**config.mk**
```make
export PLATFORM = sky130hd
export DESIGN_NAME = muldiv_unit
export DESIGN_NICKNAME = d
export VERILOG_FILES = /design/src/rtl/muldiv_unit.sv
export SDC_FILE = /design/constraint.sdc
export NUM_CORES = 1
export LEC_CHECK = 0
export CORE_ASPECT_RATIO = 0.9
export CORE_MARGIN = 4
export CORE_UTILIZATION = 60
export DETAILED_ROUTE_END_ITERATION = 6
export PLACE_DENSITY = 0.84
export RECOVER_POWER = 25
export SLEW_MARGIN = 5
export SYNTH_ARGS = -nofsm -noshare
export SYNTH_HDL_FRONTEND = slang
export SYNTH_SLANG_ARGS = --single-unit
```
**constraint.sdc**
```tcl
create_clock -name clock -period 7.58 [get_ports clock]
set_clock_uncertainty 0.05 [all_clocks]
set_input_delay 1.516 -clock clock [delete_from_list [all_inputs] [get_ports clock]]
set_output_delay 1.516 -clock clock [all_outputs]
set_load 0.05 [all_outputs]
```
**src/rtl/muldiv_unit.sv**
```systemverilog
// Multi-cycle multiply/divide unit owning the HI/LO pair.
// 32 shift-add or restoring-divide steps, then a sign-fix cycle.
module muldiv_unit (
    input  logic        clock,
    input  logic        reset_n,
    input  logic        start,
    input  logic [1:0]  op,
    input  logic [31:0] A,
    input  logic [31:0] B,
    input  logic        hi_we,
    input  logic        lo_we,
    input  logic [31:0] wdata,
    output logic        busy,
    output logic        done,
    output logic        div_zero,
    output logic [31:0] hi,
    output logic [31:0] lo
);

    typedef enum logic [1:0] {
        IDLE = 2'd0,
        CALC = 2'd1,
        FIX  = 2'd2
    } state_t;

    state_t      state_q;
    logic [5:0]  cnt_q;
    logic [1:0]  op_q;
    logic [63:0] acc_q;
    logic [31:0] b_q;
    logic [31:0] a_raw_q;
    logic        sgn_q;
    logic        dsgn_q;
    logic        bzero_q;
    logic        busy_q;
    logic        done_q;
    logic        dz_q;
    logic [31:0] hi_q;
    logic [31:0] lo_q;

    logic        in_signed;
    logic [31:0] a_abs;
    logic [31:0] b_abs;
    logic        op_div;
    logic        op_signed;
    logic [32:0] mul_sum;
    logic [32:0] div_r;
    logic [33:0] div_diff;
    logic [63:0] acc_d;
    logic [63:0] prod_fix;
    logic [31:0] quo_fix;
    logic [31:0] rem_fix;

    always_comb begin
        in_signed = ~op[0];
        a_abs     = (in_signed && A[31]) ? (~A + 32'd1) : A;
        b_abs     = (in_signed && B[31]) ? (~B + 32'd1) : B;
        op_div    = op_q[1];
        op_signed = ~op_q[0];
        mul_sum   = {1'b0, acc_q[63:32]} + (acc_q[0] ? {1'b0, b_q} : 33'd0);
        div_r     = {acc_q[63:32], acc_q[31]};
        div_diff  = {1'b0, div_r} - {2'b00, b_q};
        acc_d     = acc_q;
        if (op_div) begin
            // Remainder stays below the divisor, so 32 bits always hold it.
            if (!div_diff[33])
                acc_d = {div_diff[31:0], acc_q[30:0], 1'b1};
            else
                acc_d = {div_r[31:0], acc_q[30:0], 1'b0};
        end else begin
            acc_d = {mul_sum, acc_q[31:1]};
        end
        prod_fix = (op_signed && sgn_q) ? (~acc_q + 64'd1) : acc_q;
        quo_fix  = (op_signed && sgn_q) ? (~acc_q[31:0] + 32'd1)
                                        : acc_q[31:0];
        rem_fix  = (op_signed && dsgn_q) ? (~acc_q[63:32] + 32'd1)
                                         : acc_q[63:32];
    end

    always_ff @(posedge clock or negedge reset_n) begin
        if (!reset_n) begin
            state_q <= IDLE;
            cnt_q   <= 6'd0;
            op_q    <= 2'd0;
            acc_q   <= 64'd0;
            b_q     <= 32'd0;
            a_raw_q <= 32'd0;
            sgn_q   <= 1'b0;
            dsgn_q  <= 1'b0;
            bzero_q <= 1'b0;
            busy_q  <= 1'b0;
            done_q  <= 1'b0;
            dz_q    <= 1'b0;
            hi_q    <= 32'd0;
            lo_q    <= 32'd0;
        end else begin
            done_q <= 1'b0;
            unique case (state_q)
                IDLE: begin
                    if (start) begin
                        op_q    <= op;
                        acc_q   <= {32'd0, a_abs};
                        b_q     <= b_abs;
                        a_raw_q <= A;
                        sgn_q   <= A[31] ^ B[31];
                        dsgn_q  <= A[31];
                        bzero_q <= (B == 32'd0);
                        cnt_q   <= 6'd0;
                        dz_q    <= 1'b0;
                        busy_q  <= 1'b1;
                        state_q <= CALC;
                    end else begin
                        if (hi_we)
                            hi_q <= wdata;
                        if (lo_we)
                            lo_q <= wdata;
                    end
                end
                CALC: begin
                    acc_q <= acc_d;
                    cnt_q <= cnt_q + 6'd1;
                    if (cnt_q == 6'd31)
                        state_q <= FIX;
                end
                FIX: begin
                    if (op_div && bzero_q) begin
                        lo_q <= 32'hFFFF_FFFF;
                        hi_q <= a_raw_q;
                        dz_q <= 1'b1;
                    end else if (op_div) begin
                        lo_q <= quo_fix;
                        hi_q <= rem_fix;
                    end else begin
                        lo_q <= prod_fix[31:0];
                        hi_q <= prod_fix[63:32];
                    end
                    done_q  <= 1'b1;
                    busy_q  <= 1'b0;
                    state_q <= IDLE;
                end
                default: state_q <= IDLE;
            endcase
        end
    end

    assign busy     = busy_q;
    assign done     = done_q;
    assign div_zero = dz_q;
    assign hi       = hi_q;
    assign lo       = lo_q;

endmodule

```
==> results.md <==
| Stage | Metric | This run |
|---|---|---|
| die | Floorplan Core Area | 0.02546 mm^2 |
| timing | Max Fclk | 227.9 MHz |
| global routing | Vias in the first global route | 14971 |
| cts | CTS tree | yes |
| critical path | Combined buffer and inverter count along the critical path | 2 |
| critical path | Critical path class | in2reg |
| placed design | Cell count after placement | 2378 |
| critical path | Crit path depth | 12 |
| routing | Post-detailed-route count of antenna-violating nets | 0 |
| routing | Drt total wl | 51700 um |
| finish | Synth-to-layout area growth | 17.11% |
| timing | Max-slew headroom | -0.5214 |
| worst hold path | Worst hold stages | 2 |
| die | Total Die Area | 0.02890 mm^2 |
| critical path | Maximum fanout count along the critical path | 5 |
| yosys | Number of flops mapped to enable cells by yosys | 0 |
| critical path | Data arrival time of the critical path | 4770 ps |
| global routing | Number of antenna violations at the first check in global routing | 2 |
| cts | Clock transition time at the flip-flop clock pins of the worst setup and hold paths | 60 ps |
| cts | Sinks on Clock Net | 207 |
| power and ir drop | Power density of the placed cells | 456.7 mW/mm^2 |
| cts | Largest buffer count on any clock path | 3 |
| placed design | Post-placement cell area | 0.01758 mm^2 |
| global routing | Total Routing Usage GR | 0.3494 |
| finish | Final design area excluding fillers | 0.01844 mm^2 |
| timing | Least-Margin Pin Slew | 2282 ps |
| die | Total I/O pin count | 170 |
| die | Die height | 161.7 um |
| critical path | Maximum single-stage delay on the critical path | 640 ps |
| timing | Final setup fails | 0 |
| critical path | Number of cells traversed by the worst register-to-register path | 12 |
| power and ir drop | Switching fraction of total power | 0.4923 |
| timing | Worst setup margin | 3191 ps |
| cts | Worst skew pair latency | 530 ps |
| finish | Final Non-Filler Cells | 2423 |
| routing | Top Metal Used | met5 |
| power and ir drop | Share of power burned in the clock network | 0.148 |
| routing | DRT met1 WL | 20890 um |
| routing | DRC marker count from the first detailed-route iteration | 2214 |
| power and ir drop | Maximum ir drop on the vdd rail | 0.2546 mV |
| critical path | Slack of the worst reg-to-reg path | 3310 ps |
| cts | Clock H-tree levels | 1 |
| die | Overall die width | 178.8 um |
| worst hold path | Hold Crit Class | reg2reg |
| timing | Setup tns final | 0 ps |
| yosys | Post-Syn Area | 0.01574 mm^2 |
| yosys | Ys async rst share | 1.000 |
| cts | Post-CTS Setup Bufs | 0 |
| routing | Routed length on met3 | 6742 um |
| yosys | Number of instances in the synthesized netlist | 1966 |
| global routing | Grt total ovfl | 0 |
| finish | Leading cell types in the layout, fill and taps excluded | nand2_1, o21ai_0, dfrtp_1 |
| finish | Core occupancy in the finished layout | 0.7241 |
| placed design | Quantity of I/O buffers inserted on ports | 169 |
| critical path | Cell family with most CP delay | simple AND/OR/NAND/NOR gates |
| die | Count of standard-cell rows | 55 |
| finish | Number of nets at the end of the flow | 2237 |
| routing | Detail-routed via count per cell | 6.645 |
| yosys | Register bit total from synthesis | 207 |
| finish | Proportion of layout cells with a drive suffix above 1 | 0.04375 |
| timing | Count of final hold-check violations | 0 |
| cts | Clk Tree Root Cell | clkbuf_16 |
| yosys | Avg Inst Size Synth | 8.008 um^2 |
| run status | Outcome | complete, but fails checks |
| power and ir drop | Combinational cell fraction of total power | 0.593 |
| power and ir drop | Flop pwr share | 0.260 |
| placed design | HPWL after DPL | 38690 um |
| routing | 1st-pass router iterations | 7 |
| timing | Fraction of the cycle the final worst path needs | 0.5790 |
| power and ir drop | Static leakage | 7.753 nW |
| timing | Minimum clock period after layout | 4389 ps |
| cts | Number of CTS-inserted buffers | 25 |
| routing | Drt drc | 0 |
| critical path | Cell with the biggest individual delay on the critical path | or4b_2 |
| critical path | CP Capture Type | flop |
| cts | Hold-fix buffers, CTS | 0 |
| critical path | Kind of start point of the critical path | input pin |
| critical path | CP most frequent cell | nand2_1 |
| cts | Post-cts resize count | 0 |
| yosys | Netlist cell types | 80 |
| critical path | Crit-path cells | clkdlybuf4s50_1, inv_1, ha_1, or4b_2, nor3_1, nand2_1, o31ai_1, o21a_1, o21ai_0, xor2_1, nand2_1, a22oi_1 |
| yosys | Synth area leaders | dfrtp_1, nand2_1, o21ai_0, xnor2_1, ha_1 |
| yosys | Net count of the mapped netlist | 2140 |
| finish | Most frequent standard cell in the layout excluding fill and tap cells | nand2_1 |
| power and ir drop | Internal power summed over all cells | 4.275 mW |
| timing | Setup repair after global routing missed its margin | no |
| run status | Violations in the final reports | max-capacitance violations, max-slew violations |
| yosys | Yosys top cell area share | 0.3290 |
| routing | Vias | 16100 |
| placed design | Pre-CTS WS | 2735 ps |
| routing | Wire length per cell | 21.34 um |
| power and ir drop | Sw power | 4.145 mW |
| global routing | Pin count of the biggest net entering global routing | 114 |
| placed design | Final weighted congestion of routability-driven global placement | 1.006 |
| global routing | Global-route wire length before repair | 81180 um |
| yosys | Most used flip-flop cell after synthesis | dfrtp_1 |
| yosys | Yosys top cell by area | dfrtp_1 |
| flow run | Maximum capacitance violations | 2 |
| power and ir drop | Power, Total | 8.420 mW |
| yosys | Total number of yosys warnings | 0 |
| critical path | Data required time of the worst path | 7970 ps |
| yosys | Seq/Total Area, Yosys | 0.3290 |
| timing | Number of max-slew violations in the final report | 90 |
| timing | Hold Slack | 426.6 ps |
| routing | Met2 WL post-DR | 22230 um |
| die | Starting Density | 0.6183 |
## sequential cells by signal, indices dropped and copies added, names as in the netlist
register  cells
acc_q        64
b_q          32
cnt_q         6
a_raw_q      32
div_zero      1
sgn_q         1
op_q          2
bzero_q       1
busy          1
hi           32
done          1
state_q       2
lo           32
## routing by layer
layer  vias to the layer above  global-route usage
li1                       7308                   -
met1                      7662              0.5082
met2                       990              0.5128
met3                       138             0.09169
met4                         2              0.1074
met5                         -                   0
## path summary, 6_finish.rpt
check	startpoint	to
max	A[0]	acc_q[30]$_DFFE_PN0P_
min	a_raw_q[26]$_DFFE_PN0P_	a_raw_q[26]$_DFFE_PN0P_
max reg2reg	acc_q[0]$_DFFE_PN0P_	acc_q[57]$_DFFE_PN0P_
min reg2reg	a_raw_q[26]$_DFFE_PN0P_	a_raw_q[26]$_DFFE_PN0P_
max in group asynchronous	reset_n	lo[2]$_DFFE_PN0P_
min in group asynchronous	reset_n	acc_q[9]$_DFFE_PN0P_
## Yosys cell counts, types with 4 or more instances
cell type and count:
o221ai_1 4, o31a_1 5, a31oi_1 16, o211a_1 5, xor2_1 72, mux2i_1 45
a21oi_1 142, o21bai_1 7, and2_1 9, nor3_1 32, mux2_2 5, nand2b_1 18
and3_1 7, buf_1 12, o21a_1 12, xnor2_1 100, o31ai_1 20, a22oi_1 7
nand2_1 291, o21ai_0 216, ha_1 69, nor2b_1 17, or2_2 5, dfrtp_1 207
nand4_1 10, nor3b_1 4, a32o_1 4, or3_1 28, nand3_1 39, o22ai_1 38
o21ai_1 5, or4_1 9, buf_2 5, o41ai_1 6, inv_1 57, a21o_1 23
a211oi_1 24, nor4_1 17, nor2_1 152, a222oi_1 16, a41oi_1 4, a22o_1 12
clkbuf_1 99, o211ai_1 34
## power by group through the flow
stage,Combinational [mW],Clock (mW),Sequential [mW]
after CTS,4.91,1.25,2.15
after global placement,4.74,0,2.14
after global routing,5.42,1.30,2.23
after floorplan,3.35,0,2.23
final,4.99,1.24,2.19
after detailed placement,4.87,0,2.16
## cells by family (layout without fill, tap and decap cells)
family	count (synthesis)	in the layout	synth area share
simple gates	660	660	0.1942
compound gates	632	632	0.2496
flops	207	207	0.3290
buf+inv	174	288	0.04188
xor+xnor	172	172	0.09568
fa+ha+maj	71	71	0.05738
mux	50	50	0.03219
other cells	0	1	0
## worst register-to-register path, delay by kind of cell (launching register included)
kind | cells | cell delay [ps]
compound gates | 6 | 1770
buf+inv | 1 | 820
simple gates | 3 | 550
flops | 1 | 500
fa+ha+maj | 1 | 380
xor+xnor | 1 | 90
## layout make-up
type	instances	area [um^2]
diodes	1	2.502
clock buffers	37	760.7
clock inverters	7	96.34
fillers	1976	7024
inverters	58	217.7
multi-input cells	1585	9930
flip-flops and latches	207	5184
well taps	342	427.9
repair buffers	186	1819
No activity file was read; power rests on OpenSTA's default activity.
